$ cat src/rtl/placement_pkg.sv
// Shared definitions for the placement read-back engine: defaults, the empty-cell
// marker and the scan FSM state encoding.
package placement_pkg;

   localparam int N_DEFAULT      = 6;
   localparam int DATA_W_DEFAULT = 32;
   localparam int EMPTY_CELL     = -1;

   typedef enum logic [3:0] {
      ST_IDLE  = 4'd0,
      ST_G_RD  = 4'd1,
      ST_G_WT  = 4'd2,
      ST_G_CHK = 4'd3,
      ST_P_RD  = 4'd4,
      ST_P_WT  = 4'd5,
      ST_P_CHK = 4'd6,
      ST_EMIT  = 4'd7,
      ST_FIN   = 4'd8
   } dump_state_e;

endpackage

$ cat src/rtl/placement_dump_if.sv
// Grid/pos RAM read ports plus the record stream of the placement dump engine.
// master = the dump engine, slave = RAMs and record consumer.
interface placement_dump_if #(
   parameter int DATA_W = placement_pkg::DATA_W_DEFAULT
);
   logic              grid_re;
   logic [DATA_W-1:0] grid_addr;
   logic [DATA_W-1:0] grid_dout;
   logic              posx_re;
   logic              posy_re;
   logic [DATA_W-1:0] pos_addr;
   logic [DATA_W-1:0] posx_dout;
   logic [DATA_W-1:0] posy_dout;
   logic              out_valid;
   logic              out_ready;
   logic [DATA_W-1:0] out_x;
   logic [DATA_W-1:0] out_y;
   logic [DATA_W-1:0] out_node;
   logic              out_ok;

   modport master (
      output grid_re, grid_addr, posx_re, posy_re, pos_addr,
      output out_valid, out_x, out_y, out_node, out_ok,
      input  grid_dout, posx_dout, posy_dout, out_ready
   );

   modport slave (
      input  grid_re, grid_addr, posx_re, posy_re, pos_addr,
      input  out_valid, out_x, out_y, out_node, out_ok,
      output grid_dout, posx_dout, posy_dout, out_ready
   );
endinterface

$ cat src/rtl/placement_dump_xy_counter.sv
// Row-major cell walker: x/y coordinates plus a running grid address that is
// bumped by one per cell so no multiplier is needed for x*N + y.
module dump_xy_counter #(
   parameter int N      = placement_pkg::N_DEFAULT,
   parameter int DATA_W = placement_pkg::DATA_W_DEFAULT
) (
   input  logic              clk,
   input  logic              reset,
   input  logic              clear,
   input  logic              advance,
   output logic [DATA_W-1:0] x,
   output logic [DATA_W-1:0] y,
   output logic [DATA_W-1:0] addr,
   output logic              last_cell
);
   localparam logic [DATA_W-1:0] LAST = DATA_W'(N - 1);
   localparam logic [DATA_W-1:0] ONE  = DATA_W'(1);

   logic [DATA_W-1:0] x_reg;
   logic [DATA_W-1:0] y_reg;
   logic [DATA_W-1:0] addr_reg;

   always_ff @(posedge clk) begin
      if (reset || clear) begin
         x_reg    <= '0;
         y_reg    <= '0;
         addr_reg <= '0;
      end else if (advance) begin
         addr_reg <= addr_reg + ONE;
         if (y_reg == LAST) begin
            y_reg <= '0;
            x_reg <= x_reg + ONE;
         end else begin
            y_reg <= y_reg + ONE;
         end
      end
   end

   assign x         = x_reg;
   assign y         = y_reg;
   assign addr      = addr_reg;
   assign last_cell = (x_reg == LAST) && (y_reg == LAST);

endmodule

$ cat src/rtl/placement_dump.sv
// Placement read-back engine: walks the grid row-major, looks up each occupied
// cell's stored position and streams (x, y, node, ok) records with counters.
module placement_dump
   import placement_pkg::*;
#(
   parameter int N      = N_DEFAULT,
   parameter int DATA_W = DATA_W_DEFAULT,
   parameter int CNT_W  = 16
) (
   input  logic             clk,
   input  logic             reset,
   input  logic             start,
   output logic             busy,
   output logic             done,
   output logic [CNT_W-1:0] occ_cnt,
   output logic [CNT_W-1:0] mismatch_cnt,
   placement_dump_if.master bus
);
   localparam logic [3:0] IDLE  = ST_IDLE;
   localparam logic [3:0] G_RD  = ST_G_RD;
   localparam logic [3:0] G_WT  = ST_G_WT;
   localparam logic [3:0] G_CHK = ST_G_CHK;
   localparam logic [3:0] P_RD  = ST_P_RD;
   localparam logic [3:0] P_WT  = ST_P_WT;
   localparam logic [3:0] P_CHK = ST_P_CHK;
   localparam logic [3:0] EMIT  = ST_EMIT;
   localparam logic [3:0] FIN   = ST_FIN;

   localparam logic signed [DATA_W-1:0] EMPTY = DATA_W'(EMPTY_CELL);

   logic [3:0]        state_reg;
   logic              busy_reg;
   logic              done_reg;
   logic              grid_re_reg;
   logic              pos_re_reg;
   logic              ok_reg;
   logic [DATA_W-1:0] grid_addr_reg;
   logic [DATA_W-1:0] pos_addr_reg;
   logic [DATA_W-1:0] node_reg;
   logic [CNT_W-1:0]  occ_reg;
   logic [CNT_W-1:0]  mis_reg;

   logic [DATA_W-1:0] x;
   logic [DATA_W-1:0] y;
   logic [DATA_W-1:0] cell_addr;
   logic              last_cell;
   logic              start_ok;
   logic              handshake;
   logic              cell_empty;
   logic              cell_bad;
   logic              xy_advance;

   // A start coinciding with the done pulse is dropped; it must be re-issued.
   assign start_ok   = (state_reg == IDLE) && start && !done_reg;
   assign handshake  = (state_reg == EMIT) && bus.out_ready;
   assign cell_empty = ($signed(bus.grid_dout) == EMPTY);
   assign cell_bad   = ($signed(bus.grid_dout) < EMPTY);
   assign xy_advance = !last_cell && (((state_reg == G_CHK) && cell_empty) || handshake);

   dump_xy_counter #(
      .N      (N),
      .DATA_W (DATA_W)
   ) u_xy (
      .clk       (clk),
      .reset     (reset),
      .clear     (start_ok),
      .advance   (xy_advance),
      .x         (x),
      .y         (y),
      .addr      (cell_addr),
      .last_cell (last_cell)
   );

   always_ff @(posedge clk) begin
      if (reset) begin
         state_reg     <= IDLE;
         busy_reg      <= 1'b0;
         done_reg      <= 1'b0;
         grid_re_reg   <= 1'b0;
         pos_re_reg    <= 1'b0;
         ok_reg        <= 1'b0;
         grid_addr_reg <= '0;
         pos_addr_reg  <= '0;
         node_reg      <= '0;
         occ_reg       <= '0;
         mis_reg       <= '0;
      end else begin
         grid_re_reg <= 1'b0;
         pos_re_reg  <= 1'b0;
         done_reg    <= 1'b0;
         case (state_reg)
            IDLE: begin
               if (start_ok) begin
                  busy_reg  <= 1'b1;
                  occ_reg   <= '0;
                  mis_reg   <= '0;
                  state_reg <= G_RD;
               end
            end
            G_RD: begin
               grid_re_reg   <= 1'b1;
               grid_addr_reg <= cell_addr;
               state_reg     <= G_WT;
            end
            G_WT: state_reg <= G_CHK;
            G_CHK: begin
               if (cell_empty) begin
                  state_reg <= last_cell ? FIN : G_RD;
               end else if (cell_bad) begin
                  // Malformed id: report it without touching the pos RAMs.
                  node_reg  <= bus.grid_dout;
                  ok_reg    <= 1'b0;
                  state_reg <= EMIT;
               end else begin
                  node_reg  <= bus.grid_dout;
                  state_reg <= P_RD;
               end
            end
            P_RD: begin
               pos_re_reg   <= 1'b1;
               pos_addr_reg <= node_reg;
               state_reg    <= P_WT;
            end
            P_WT: state_reg <= P_CHK;
            P_CHK: begin
               ok_reg    <= ($signed(bus.posx_dout) == $signed(x)) &&
                            ($signed(bus.posy_dout) == $signed(y));
               state_reg <= EMIT;
            end
            EMIT: begin
               if (bus.out_ready) begin
                  occ_reg <= occ_reg + CNT_W'(1);
                  if (!ok_reg && (mis_reg != '1)) begin
                     mis_reg <= mis_reg + CNT_W'(1);
                  end
                  state_reg <= last_cell ? FIN : G_RD;
               end
            end
            FIN: begin
               done_reg  <= 1'b1;
               busy_reg  <= 1'b0;
               state_reg <= IDLE;
            end
            default: state_reg <= IDLE;
         endcase
      end
   end

   assign busy          = busy_reg;
   assign done          = done_reg;
   assign occ_cnt       = occ_reg;
   assign mismatch_cnt  = mis_reg;
   assign bus.grid_re   = grid_re_reg;
   assign bus.grid_addr = grid_addr_reg;
   assign bus.posx_re   = pos_re_reg;
   assign bus.posy_re   = pos_re_reg;
   assign bus.pos_addr  = pos_addr_reg;
   assign bus.out_valid = (state_reg == EMIT);
   assign bus.out_x     = x;
   assign bus.out_y     = y;
   assign bus.out_node  = node_reg;
   assign bus.out_ok    = ok_reg;

endmodule

$ cat src/flat_wrapper.sv
// flat-port wrapper written by rule: the top's interface ports become plain ports
module placement_dump_flat import placement_pkg::*;
#(
   parameter int N      = N_DEFAULT,
   parameter int DATA_W = DATA_W_DEFAULT,
   parameter int CNT_W  = 16
)
  (clk, reset, start, busy, done, occ_cnt, mismatch_cnt, bus_grid_re, bus_grid_addr, bus_posx_re, bus_posy_re, bus_pos_addr, bus_out_valid, bus_out_x, bus_out_y, bus_out_node, bus_out_ok, bus_grid_dout, bus_posx_dout, bus_posy_dout, bus_out_ready);
  placement_dump_if #(.DATA_W(DATA_W)) bus_i ();
  input  logic clk;
  input  logic reset;
  input  logic start;
  output logic busy;
  output logic done;
  output logic [CNT_W-1:0] occ_cnt;
  output logic [CNT_W-1:0] mismatch_cnt;
  output wire logic [$bits(bus_i.grid_re)-1:0] bus_grid_re;
  output wire logic [$bits(bus_i.grid_addr)-1:0] bus_grid_addr;
  output wire logic [$bits(bus_i.posx_re)-1:0] bus_posx_re;
  output wire logic [$bits(bus_i.posy_re)-1:0] bus_posy_re;
  output wire logic [$bits(bus_i.pos_addr)-1:0] bus_pos_addr;
  output wire logic [$bits(bus_i.out_valid)-1:0] bus_out_valid;
  output wire logic [$bits(bus_i.out_x)-1:0] bus_out_x;
  output wire logic [$bits(bus_i.out_y)-1:0] bus_out_y;
  output wire logic [$bits(bus_i.out_node)-1:0] bus_out_node;
  output wire logic [$bits(bus_i.out_ok)-1:0] bus_out_ok;
  input wire logic [$bits(bus_i.grid_dout)-1:0] bus_grid_dout;
  input wire logic [$bits(bus_i.posx_dout)-1:0] bus_posx_dout;
  input wire logic [$bits(bus_i.posy_dout)-1:0] bus_posy_dout;
  input wire logic [$bits(bus_i.out_ready)-1:0] bus_out_ready;
  assign bus_grid_re = bus_i.grid_re;
  assign bus_grid_addr = bus_i.grid_addr;
  assign bus_posx_re = bus_i.posx_re;
  assign bus_posy_re = bus_i.posy_re;
  assign bus_pos_addr = bus_i.pos_addr;
  assign bus_out_valid = bus_i.out_valid;
  assign bus_out_x = bus_i.out_x;
  assign bus_out_y = bus_i.out_y;
  assign bus_out_node = bus_i.out_node;
  assign bus_out_ok = bus_i.out_ok;
  assign bus_i.grid_dout = bus_grid_dout;
  assign bus_i.posx_dout = bus_posx_dout;
  assign bus_i.posy_dout = bus_posy_dout;
  assign bus_i.out_ready = bus_out_ready;
  placement_dump #(.N(N), .DATA_W(DATA_W), .CNT_W(CNT_W)) u_core (.clk(clk), .reset(reset), .start(start), .busy(busy), .done(done), .occ_cnt(occ_cnt), .mismatch_cnt(mismatch_cnt), .bus(bus_i));
endmodule
$ cat config.mk
export PLATFORM = sky130hd
export DESIGN_NAME = placement_dump_flat
export DESIGN_NICKNAME = d
export VERILOG_FILES = /design/src/rtl/placement_pkg.sv /design/src/rtl/placement_dump_if.sv /design/src/rtl/placement_dump_xy_counter.sv /design/src/rtl/placement_dump.sv /design/src/flat_wrapper.sv
export SDC_FILE = /design/constraint.sdc
export NUM_CORES = 1
export LEC_CHECK = 0
export CORE_MARGIN = 8
export CORE_UTILIZATION = 44
export DETAILED_ROUTE_END_ITERATION = 7
export HOLD_SLACK_MARGIN = 0.02
export PLACE_DENSITY = 0.78
export SYNTH_ARGS = -nofsm -noshare
export SYNTH_HDL_FRONTEND = slang
export SYNTH_SLANG_ARGS = --single-unit
$ cat constraint.sdc
create_clock -name clk -period 5.6 [get_ports clk]
set_clock_uncertainty 0.2 [all_clocks]
set_input_delay 1.12 -clock clk [delete_from_list [all_inputs] [get_ports clk]]
set_output_delay 1.12 -clock clk [all_outputs]
set_load 0.02 [all_outputs]
* After elaboration in Yosys (flattened, before gate mapping)
Cells that the tools add are included.
** Operators by class
- Add/sub/neg operators :: 5
- Multipliers :: 0
- Divide/modulo/power cells :: 0
- $lt $le $gt $ge :: 1
- Equal/unequal tests :: 19
- Shifts and indexed selects :: 0
- Mux-type cells :: 21
- Bitwise gates (word level) :: 1
- Reductions and logical operators :: 24
** Operators with widths (count)
- 32-bit by 1-bit adder with 32-bit output (second input constant) :: 3
- 32-bit by 3-bit equality test with 1-bit output (second input constant) :: 2
- 32-bit equality test :: 2
- 16-bit 2-to-1 mux :: 4
- 16-bit one-hot mux with 2 select lines :: 2
- 16-bit by 1-bit adder with 16-bit output (second input constant) :: 2
- 32-bit by 1-bit equality test with 1-bit output (second input constant) :: 1
- 32-bit by 1-bit less-than comparator with 1-bit output (second input constant) :: 1
- 32-bit 2-to-1 mux :: 1
- 4-bit one-hot mux with 8 select lines :: 1
- 4-bit by 3-bit equality test with 1-bit output (second input constant) :: 4
- 4-bit 2-to-1 mux :: 4
- 16-bit != test (second input constant) :: 1
- 4-bit by 2-bit equality test with 1-bit output (second input constant) :: 2
- 1-bit logical AND :: 8
- 2-bit AND reduction :: 4
- 1-bit 2-to-1 mux :: 6
- 2-bit by 1-bit != test with 1-bit output (second input constant) :: 3
- 3-bit AND reduction :: 2
- 2-bit nonzero test :: 3
- 4-bit by 1-bit equality test with 1-bit output (second input constant) :: 1
- 4-bit equality test (second input constant) :: 1
- 4-bit zero test :: 1
- 2-bit != test (second input constant) :: 2
- other kinds (6) :: 10
** Word-level totals
- Flip-flop bits (word level) :: 233
- Latch bits :: 0
- Memory bits (writable) :: 0
- Memory bits (read-only) :: 0
- Bits of input ports :: 100
- Output and inout bits :: 199
- Memories :: 0

* Logic depth before layout (Yosys ltp)
- Depth after elaboration :: 5
- Mapped depth :: 10

* Modules after synthesis
A second synthesis with hierarchy kept.
** Unflattened totals
- Cells, all modules :: 1269
- Area, all modules :: 10724.0 um^2
** By module, submodules not included
- placement_dump :: instances 1, cells each 731, area an instance 6132.1 um^2, sequential area each 2742.6 um^2
- dump_xy_counter :: instances 1, cells each 538, area an instance 4591.9 um^2, sequential area each 1921.8 um^2

* Worst setup path before layout
Ideal clock, no wire load.
- Path kind :: input -> register
- Start point :: input bus_grid_dout[14]
- End point :: register u_core.u_xy.y_reg[31] (netlist: u_core.u_xy.y[31])
- Setup time :: 0.059 ns
- Data arrival time :: 2.896 ns
- Data required time :: 5.341 ns
- Path slack :: 2.445 ns
- Stages on the path :: 7
- Path buffers :: 1
- Path through :: nand4_1 -> nor4_2 -> a31oi_1 -> buf_2 -> or4_4 -> or4_1 -> nand2_1
** Between the ends
- Word-level cells in the longest chain between the ends :: 4
** RTL lines
- from (decl) :: line flat_wrapper.sv:27 : input wire logic [$bits(bus_i.grid_dout)-1:0] bus_grid_dout;
- 32-bit by 1-bit equality test with 1-bit output :: line placement_dump.sv:56 : assign cell_empty = ($signed(bus.grid_dout) == EMPTY);
- 1-bit logical AND :: line placement_dump.sv:58 : assign xy_advance = !last_cell && (((state_reg == G_CHK) && cell_empty) || handshake);
- 1-bit logical OR :: line placement_dump.sv:58
- 1-bit logical AND :: line placement_dump.sv:58
- to (signal assigned) :: line placement_dump_xy_counter.sv:34 : y_reg <= y_reg + ONE;
- to (decl) :: line placement_dump_xy_counter.sv:20 : logic [DATA_W-1:0] y_reg;
No other way between the ends.
A chain may end at the register's enable or synchronous reset.

* Worst setup path in the final report
- Start point :: input bus_grid_dout[23]
- End point :: register u_core.u_xy.addr_reg[24] (netlist: u_core.u_xy.addr[24])
** Between the ends
- Word-level cells in the longest chain between the ends :: 4
** RTL lines
- 32-bit by 1-bit equality test with 1-bit output :: line placement_dump.sv:56
- 1-bit logical AND :: line placement_dump.sv:58
- 1-bit logical OR :: line placement_dump.sv:58
- 1-bit logical AND :: line placement_dump.sv:58
- to (signal assigned) :: line placement_dump_xy_counter.sv:29 : addr_reg <= addr_reg + ONE;
- to (decl) :: line placement_dump_xy_counter.sv:21 : logic [DATA_W-1:0] addr_reg;
No other way between the ends.

==> results.json <==
{
  "slew_violations": 0,
  "ys_ff_latch": 233,
  "critPathRequiredTime_ns": 5.80,
  "cts_setup_buffers": 0,
  "synth_adder_area_share": 0.009027,
  "min_period_ns": 3.988,
  "syn_to_final_growth_pct": 36.66,
  "netlist_top_cells_area": "dfxtp_1, nand2_1, a21oi_1",
  "setup_tns_ns": 0,
  "synthesis.nets": 1483,
  "synth_top_family_by_area": "simple AND/OR/NAND/NOR gates",
  "drc": 0,
  "synth_top_cell_area_share": 0.4207,
  "pwr-share-seq": 0.448,
  "cts_max_level": 1,
  "place_hpwl_mm": 26.64,
  "ir_drop_v": 0.0002154,
  "drive_above_1_share": 0.05529,
  "synth_top_cell_by_area": "dfxtp_1",
  "syn_avg_cell_area_sq_um": 8.064,
  "synth.mux.area_fraction": 0.004739,
  "cts-resized-gates": 0,
  "cts_tree": "built",
  "p_clk_frac": 0.478,
  "syn-cell-area_sq_mm": 0.01109,
  "clockRootBuffer": "clkbuf_16",
  "maxCapViolations": 0,
  "grt_max_degree": 88,
  "ys.flop_type": "dfxtp_1",
  "synth_compound_area_frac": 0.1111,
  "rsz0062_at_grt": "false",
  "grt_usage": 0.2258,
  "slew_headroom": 0.1845,
  "critPathArrivalTime_ns": 4.19,
  "ys_types": 63,
  "first_pass_iters": 5,
  "chipWidth_um": 174.7,
  "fmax_mhz": 250.8,
  "cp_cell_sequence": "clkdlybuf4s50_1 -> nand4_1 -> nor4_2 -> a31oi_1 -> nor3_1 -> a41o_1 -> a21oi_1",
  "die_y_um": 174.7,
  "vias": 10990,
  "setup_viol": 0,
  "initial_utilization": 0.4442,
  "swShare": 0.2289,
  "vias_per_cell": 5.562,
  "ys.warnings.count": 0,
  "coreArea_sq_mm": 0.02496,
  "critical_path_class": "in2reg",
  "p_per_area_mw_per_mm2": 247.8,
  "gp_congestion": 0.8720,
  "clk_path_buf_depth": 3,
  "status": "complete, no violations",
  "power_frac_comb": 0.074,
  "synth-edff-count": 0,
  "finalHoldViolations": 0,
  "power.internal_mw": 2.896,
  "fin_crit_sh": 0.7121,
  "whs_ns": 0.2539,
  "power_switching_mw": 0.8594,
  "ioPinCount": 299,
  "holdBufCountCts": 0,
  "ys_seq_area_frac": 0.4207,
  "yosys.area_share.simple": 0.3067,
  "clk-insertion-delay-late_ns": 0.52,
  "rows": 58,
  "total_power_mw": 3.755,
  "tightestPinTransition_ns": 1.214,
  "antenna-diode-count": 0,
  "grt_first_pass_wirelength_mm": 57.13,
  "slowest_delay_ns": 1.03,
  "power_leakage_nw": 4.865,
  "cts_inserted_buffers": 26,
  "grt_pass1_vias": 10490,
  "final_nets": 1734,
  "portBuffers": 298,
  "start_kind": "input pin",
  "crit_slowest_cell": "nor3_1",
  "wirelength_mm": 36.30,
  "grt_overflow": 0,
  "synthCells": 1375,
  "worstSetupEndpointType": "flop",
  "critPathMaxFanout": 10,
  "hold_class": "reg2reg",
  "antenna_found_initial": 0,
  "wl_per_cell_um": 18.37,
  "cts_sinks": 233,
  "dp_cells": 1928,
  "async_flop_share": 0,
  "synthXorXnorAreaFrac": 0.1051,
  "ant_nets": 0,
  "clkTransAtPathRegs_ns": 0.06,
  "fin_cells": 1976,
  "drtIter0Drc": 833,
  "die_area_sq_mm": 0.03054
}
==> placed cells by master (no fill, tap or decap), drive strengths merged, types with 10 or more instances in the layout <==
master         instances
nor3                  35
a21oi                145
buf                   13
inv                   26
and3                  15
o31ai                 10
dfxtp                233
clkbuf                38
nor4                  61
or4                   13
or3                   28
xnor2                 76
xor2                  57
clkdlybuf4s50        297
nand2                252
nand4                 53
o21ai                 28
and4                  11
nor2                 109
nand3                 50
==> metrics by stage <==
step	instance area, sq um	util	setup WS [ns]
3_3_place_gp	14240	0.5703	1.234
3_5_place_dp	14240	0.5703	1.155
5_1_grt	15150	0.6070	1.319
4_1_cts	15150	0.6070	1.668
2_1_floorplan	11090	-	2.445
6_report	15150	0.6070	1.612
==> Yosys cell counts, drive strengths merged, types with 3 or more instances <==
cell type / number
or3: 28
nor3: 35
nand3: 50
a21o: 3
mux2i: 3
nand4: 53
dfxtp: 233
and2: 8
inv: 25
nand2: 252
a31oi: 7
xor2: 57
nand2b: 4
and4: 11
buf: 27
and3: 15
nand3b: 8
o21a: 8
xnor2: 76
nor2: 109
or4: 13
clkbuf: 60
a31o: 3
nor4: 61
ha: 8
o31ai: 10
nor4b: 7
a211oi: 4
a21oi: 145
o21ai: 28
==> routing by layer <==
layer  global-route usage  wire length, um  up-vias
li1                     -                -     5302
met3              0.05655             2855       83
met5                    0                0        -
met1               0.2818            15000     5218
met2               0.3731            17240      388
met4              0.07842             1202        0
==> kinds of logic after synthesis <==
group,count (synthesis)
and+or+nand+nor,665
muxes,5
DFF,233
AOI/OAI and AO/OA,219
xor gates and xnor gates,133
buffers and inverters,112
adders and majority gates,8
==> worst paths after layout <==
check | from | endpoint | slack, ns | depth (start not counted)
worst min register to register | u_core.bus.pos_addr[17] | u_core.bus.pos_addr[17] | 0.25 | 2
worst max-delay path | bus_grid_dout[23] | u_core.u_xy.addr[24] | 1.61 | 7
worst max register to register | u_core.u_xy.y[1] | u_core.u_xy.addr[24] | 2.45 | 9
worst min-delay path | u_core.bus.pos_addr[17] | u_core.bus.pos_addr[17] | 0.25 | 2
==> power groups by stage <==
stage,sequential [mW],clock [mW],combinational (mW)
3_3_place_gp,1.72,0,0.271
2_1_floorplan,1.73,0,0.127
6_report,1.68,1.80,0.276
3_5_place_dp,1.72,0,0.275
4_1_cts,1.68,1.82,0.276
5_1_grt,1.68,1.90,0.299
==> critical path, delay by kind of cell <==
kind	cells	cell delay (ns)
AOI/OAI and AO/OA	3	0.70
buffers and inverters	1	0.50
and+or+nand+nor	3	1.85
==> cell type report <==
cell class | instances | area, sq um
Fill cell | 2258 | 9811
Clock buffer | 38 | 787.0
Multi-Input combinational cell | 1030 | 5983
Sequential cell | 233 | 4664
Inverter | 25 | 93.84
Clock inverter | 10 | 128.9
Timing Repair Buffer | 310 | 3083
Tap cell | 330 | 412.9
Power figures use the tool's default switching activity.
